==> src/rtl/decoder_rr_arbiter.sv <==
// Round-robin arbiter for eight requesters sharing one 3-to-8 decoded select.
// The registered grant index drives a one-hot grant, released by done, drop, disable or watchdog.
module decoder_rr_arbiter #(
  parameter int unsigned MAX_HOLD = 16
) (
  input  logic       clk,
  input  logic       rst,
  input  logic       e,
  input  logic [7:0] req,
  input  logic       done,
  output logic [7:0] gnt,
  output logic [2:0] gnt_idx,
  output logic       gnt_vld,
  output logic       timeout
);

  localparam int unsigned HW = $clog2(MAX_HOLD);

  typedef enum logic {IDLE, GRANT} state_t;

  state_t        state, state_n;
  logic [2:0]    ptr, ptr_n;
  logic [HW-1:0] hold_cnt, hold_n;
  logic [2:0]    idx_n;
  logic          vld_n;
  logic          to_n;
  logic [2:0]    pick;
  logic          found;
  logic          expired;
  logic          release_now;

  // First requester at or after ptr, wrapping through the 3-bit index space.
  always_comb begin
    pick  = ptr;
    found = 1'b0;
    for (int unsigned k = 0; k < 8; k++) begin
      if (!found && req[ptr + 3'(k)]) begin
        pick  = ptr + 3'(k);
        found = 1'b1;
      end
    end
  end

  assign expired     = (hold_cnt == HW'(MAX_HOLD - 1));
  assign release_now = !e || done || !req[gnt_idx] || expired;

  always_comb begin
    state_n = state;
    ptr_n   = ptr;
    hold_n  = hold_cnt;
    idx_n   = gnt_idx;
    vld_n   = gnt_vld;
    to_n    = 1'b0;
    unique case (state)
      IDLE: begin
        if (e && found) begin
          state_n = GRANT;
          idx_n   = pick;
          vld_n   = 1'b1;
          hold_n  = '0;
        end
      end
      GRANT: begin
        if (release_now) begin
          state_n = IDLE;
          vld_n   = 1'b0;
          ptr_n   = gnt_idx + 3'd1;
          hold_n  = '0;
          // Only a watchdog expiry with no other release cause is reported.
          to_n    = e && !done && req[gnt_idx] && expired;
        end else begin
          hold_n = hold_cnt + HW'(1);
        end
      end
      default: state_n = IDLE;
    endcase
  end

  always_ff @(posedge clk) begin
    if (rst) begin
      state    <= IDLE;
      ptr      <= '0;
      hold_cnt <= '0;
      gnt_idx  <= '0;
      gnt_vld  <= 1'b0;
      timeout  <= 1'b0;
    end else begin
      state    <= state_n;
      ptr      <= ptr_n;
      hold_cnt <= hold_n;
      gnt_idx  <= idx_n;
      gnt_vld  <= vld_n;
      timeout  <= to_n;
    end
  end

  always_comb begin
    gnt = '0;
    if (gnt_vld) gnt = 8'b1 << gnt_idx;
  end

endmodule
==> config.mk <==
export PLATFORM = sky130hd
export DESIGN_NAME = decoder_rr_arbiter
export DESIGN_NICKNAME = d
export VERILOG_FILES = /design/src/rtl/decoder_rr_arbiter.sv
export SDC_FILE = /design/constraint.sdc
export NUM_CORES = 1
export LEC_CHECK = 0
export ABC_AREA = 1
export BUFFER_PORTS_ARGS = -buffer_cell sky130_fd_sc_hd__buf_2
export CELL_PAD_IN_SITES_DETAIL_PLACEMENT = 1
export CELL_PAD_IN_SITES_GLOBAL_PLACEMENT = 2
export CORE_ASPECT_RATIO = 0.5
export CORE_MARGIN = 5
export CORE_UTILIZATION = 27
export CTS_CLUSTER_SIZE = 16
export DETAILED_ROUTE_END_ITERATION = 12
export PLACE_DENSITY = 0.74
export SLEW_MARGIN = 20
export SYNTH_ARGS = -nofsm -noshare
export SYNTH_HDL_FRONTEND = slang
export SYNTH_SLANG_ARGS = --single-unit
==> constraint.sdc <==
create_clock -name clk -period 2 [get_ports clk]
set_input_delay 0.2 -clock clk [delete_from_list [all_inputs] [get_ports clk]]
set_output_delay 0.2 -clock clk [all_outputs]
set_load 0.01 [all_outputs]
# == Word-level counts from Yosys, hierarchy flattened ==
# Cells that the tools add are included.
# op_classes
n_lt_le_gt_ge,9
reduce_logical,28
add_sub_neg,9
bitwise_logic,2
muxes,43
eq_ne,3
n_shift,1
# ops
operator,n
less-than comparator 3 x 4 -> 1 bit (second input constant),9
binary-select mux 1 bit (select 3 bit),9
two-way mux 1 bit,21
two-way mux 3 bit,7
adder 3 bit (second input constant),4
logical AND 1 bit,11
logical NOT 1 bit,10
two-way mux 4 bit,2
two-way mux 8 bit,1
case mux 4 bit (2 select lines),1
<< shifter 1 x 3 -> 8 bit (first input constant),1
adder 3 x 1 -> 3 bit (second input constant),2
adder 3 x 2 -> 3 bit (second input constant),2
AND reduction 2 bit,3
adder 4 x 1 -> 4 bit (second input constant),1
== test 4 bit (second input constant),1
case mux 1 bit (2 select lines),2
logical OR 1 bit,3
OR reduction 3 bit,1
inequality test 2 x 1 -> 1 bit (second input constant),1
inequality test 2 bit (second input constant),1
inverter 1 bit,2
# totals
regBits,13
out_inout_bits,13
word_cells,101

# == Depth between registers and ports, before layout ==
# depth
ltp_word,27
mapped_depth,20

# == Worst setup path after synthesis ==
# No wires, ideal clock.
# synth_timing
path_type,reg2reg
startpoint,reg ptr[1]
endpoint,reg gnt_idx[1]
stages_incl_launch_ff,17
path_buffers,1
arrival_time_ns,2.097
required_ns,1.884
path_slack_ns,-0.213
path_cell_list,dfxtp_1 buf_6 inv_4 ha_1 inv_2 nand3_1 nand2_2 nand2_1 nand2_2 nand2_4 nor2_8 nand4_1 or2_0 nand3_1 nand3_1 nand2_1 a21oi_1
# synth_via
elab_chain_cells,26
elab_cells_between_ends,54
# synth_rtl
item,line,rtl
from (decl),22,"logic [2:0] ptr, ptr_n;"
from (signal assigned),89,ptr <= ptr_n;
branches (longest 26 deep; another with adder 3 x 1 -> 3 bit),--,
to (signal assigned),91,gnt_idx <= idx_n;
to (decl),12,"output logic [2:0] gnt_idx,"
# Parallel ways; which one is timed is not known. The select of a mux whose other input is x is not followed.
# A chain may end at the register's enable or synchronous reset.

# == Final worst setup path ==
# layout_timing
startpoint,reg ptr[1]
endpoint,reg hold_cnt[3]
# layout_via
elab_chain_cells,26
elab_cells_between_ends,47
# layout_rtl
item,line,rtl
branches (longest 23 deep; another with adder 3 x 1 -> 3 bit),--,
two-way mux 1 bit *,37,if (!found && req[ptr + 3'(k)]) begin
logical AND 1 bit *,56,if (e && found) begin
inequality test 2 bit (no source line) *,--,
to (signal assigned),90,hold_cnt <= hold_n;
to (decl),23,"logic [HW-1:0] hold_cnt, hold_n;"
# Every way passes the cells marked *. The select of a mux whose other input is x is not followed.

==> metrics.yaml <==
status:
  status: "complete, but fails checks"
  violations: "setup timing"
sta:
  fin_crit_sh: 1.07
  tightestPinTransition_ns: 0.282
  tns_ns: -0.828
  slew_viol_final: 0
  fmax_mhz: 467
  post-route-min-period_ns: 2.14
  rsz0062_at_grt: "true"
  fin_skew_ns: 0.00609
  hold_violations: 0
  finalSetupViolations: 9
  slew_headroom: 0.811
  setup_ws_ns: -0.140
synthesis:
  synth_ff_type: "dfxtp_1"
  yosys.area_share.adder: 0.0754
  synth_warnings: 0
  synth.ff_latch_count: 13
  seq_area_frac_synth: 0.174
  synth_edf_count: 0
  synth_compound_gate_area_share: 0.114
  synth_top_family_by_area: "simple AND/OR/NAND/NOR gates"
  synth_nets: 257
  async_flop_share: 0
  netlist_instances: 236
  synthMuxAreaShare: 0
  syn_area_per_cell_um2: 6.32
  syn_area_um2: 1490
  synth_simple_gate_area_frac: 0.490
  ys_types: 30
  synth-xor-area-share: 0.0461
cts:
  cts_tree: "done"
  clock_path_buffers: 2
  cts.sink_count: 13
  clkLatencyLatePin_ns: 0.25
  cts.reportedPaths.clkPinSlew_ns: 0.06
  clockRootBuffer: "clkbuf_8"
  htree_levels: 1
  cts_buffers: 3
  postCtsHoldBufs: 0
die:
  core_area_um2: 5420
  io_pins: 25
  fp-row-count: 19
  start_util: 0.275
  die_w_um: 115
  die_h_um: 62.6
  dieArea_um2: 7210
placed_design:
  place.port_buffers: 24
  place.gp.congestion: 0.770
  placed_cell_area_um2: 1960
  place_worst_setup_slack_ns: -0.307
  dp_cells: 362
  dp_hpwl_mm: 4.24
grt:
  grt_pass1_wl_mm: 8.67
  gr-usage-all-layers: 0.146
  grt_overflow: 0
  antenna_found_initial: 0
  grt_pass1_vias: 1777
  grt_max_degree: 10
finish:
  fin_nets: 321
  synthToLayoutAreaGrowth_pct: 45.6
  final_area_um2: 2170
  antennaDiodeCount: 0
  drive_gt1_frac: 0.398
  stdcell_count: 372
min_path:
  holdPathEnd: "hold_cnt[1]$_SDFFE_PP0P_"
  hold_path_class: "input pin to flip-flop"
  min_from: "rst"
  hold_depth: 2
power:
  ir_worst_vdd_mv: 0.370
  power.density_nw_per_um2: 748
  p_leak_nw: 1.10
detailed_routing:
  firstDrtPassIters: 4
  antenna_left: 0
  routed_wl_mm: 5.07
  drt_iter0_markers: 44
  vias_per_cell: 4.61
  wl_per_cell_um: 13.6
  vias: 1715
  route.detailed.drc: 0
critical_path:
  reg2reg_from: "ptr[1]$_SDFFE_PP0P_"
  critPathBufInv: 4
  critPathTopFamily: "simple AND/OR/NAND/NOR gates"
  crit_fanout: 6
  critPathSlowestCell: "dfxtp_4"
  worst_path_largest_cell_delay_ns: 0.38
  required_ns: 2.18
  reg2reg_to: "hold_cnt[3]$_SDFFE_PP0P_"
  arrival_ns: 2.32
  end_kind: "flip-flop"
  rrSetupSlack_ns: -0.14
  cp-start-kind: "flip-flop"
  r2r_cells: 13
  critical_path_class: "flip-flop to flip-flop"
  path_cells: "inv_6 -> ha_4 -> inv_6 -> nand3_4 -> buf_4 -> nand3_1 -> o21ai_4 -> buf_4 -> nor2_8 -> nand3b_4 -> a21oi_4 -> nand2_1 -> a21oi_1"
job:
  max_cap_violations: 0
## per-stage QoR
step	total power, mW	hold WS (ns)	util
3_3_place_gp	1.24	0.448	0.362
4_1_cts	1.56	0.213	0.382
3_5_place_dp	1.27	0.463	0.362
5_1_grt	1.76	0.216	0.401
6_report	1.63	0.210	0.401
2_1_floorplan	0.905	0.269	-
## per-layer routing
| metal | routed length [um] | track usage | part of all wire | vias to the layer above |
|---|---|---|---|---|
| met5 | 0 | 0 | 0 | - |
| met4 | 11 | 0.0220 | 0.0022 | 0 |
| met3 | 55 | 0.0203 | 0.011 | 2 |
| met2 | 2430 | 0.244 | 0.48 | 7 |
| met1 | 2580 | 0.203 | 0.51 | 809 |
| li1 | - | - | - | 897 |
## cells by family after synthesis
| group | Yosys count |
|---|---|
| AND/OR/NAND/NOR | 147 |
| buffers and inverters | 33 |
| AO/OA/AOI/OAI | 30 |
| flip-flops | 13 |
| adder cells (fa/ha/maj) | 9 |
| XOR/XNOR | 4 |
## power breakdown
part	switching [mW]	total (mW)	internal, mW
Clock	0.100	0.241	0.141
Combinational	0.615	1.07	0.457
Sequential	0.0292	0.313	0.283
Total	0.744	1.63	0.882
## area by class of cell
cell class	instances	area [um^2]
clock buffer	4	45.0
multi-input combinational	190	1230
timing repair buffer	62	418
fill	706	3250
tap	73	91.3
sequential	13	270
inverter	30	123
## cell usage after synthesis, types with 2 or more instances
library cell	instances	area, um^2
a21oi_1	13	65.1
buf_6	3	33.8
dfxtp_1	13	260
ha_1	9	113
inv_1	23	86.3
inv_2	6	22.5
nand2_1	63	236
nand2_2	4	25.0
nand2_4	3	33.8
nand3_1	39	195
nand3_2	3	30.0
nand4_1	2	12.5
nor2_1	23	86.3
nor2_8	2	40.0
nor3_1	3	15.0
o21ai_0	10	50.1
o21ai_1	3	15.0
xor2_2	2	32.5
## sequential cells by signal, summed over array words and instances (netlist names)
register	cells
gnt_vld	1
state	1
timeout	1
ptr	3
gnt_idx	3
hold_cnt	4
## placed cells by master (no fill, tap or decap), types with 5 or more instances in the layout
cell / netlist / layout
dfxtp_1: 13 / 9
o21ai_0: 10 / 7
buf_4: 0 / 37
buf_2: 0 / 24
inv_2: 6 / 5
a21oi_2: 0 / 5
nand3_4: 1 / 5
nor2_1: 23 / 22
nand3_1: 39 / 33
nand3_2: 3 / 5
ha_1: 9 / 7
nand2_1: 63 / 55
nand2_2: 4 / 9
a21oi_1: 13 / 8
o21ai_1: 3 / 5
inv_1: 23 / 23
nand2_4: 3 / 6
## how the worst max path moves through the flow
stage	startpoint	endpoint	slack, ns	cells past startpoint
after floorplan	ptr[1]$_SDFFE_PP0P_	gnt_idx[1]$_SDFFE_PP0P_	-0.09	16
after global placement	ptr[0]$_SDFFE_PP0P_	gnt_idx[0]$_SDFFE_PP0P_	-0.14	15
after detailed placement	ptr[0]$_SDFFE_PP0P_	gnt_idx[0]$_SDFFE_PP0P_	-0.31	13
after CTS	ptr[0]$_SDFFE_PP0P_	gnt_idx[1]$_SDFFE_PP0P_	-0.11	15
after global routing	ptr[1]$_SDFFE_PP0P_	gnt_idx[2]$_SDFFE_PP0P_	-0.28	17
final	ptr[1]$_SDFFE_PP0P_	hold_cnt[3]$_SDFFE_PP0P_	-0.14	13
## timing repair
item	in CTS	in global routing
endpoints found under the setup margin	9	12
buffers inserted	6	1
pin swaps	5	6
resized for setup	9	27
Note: power is estimated with default switching activity, not from simulation.
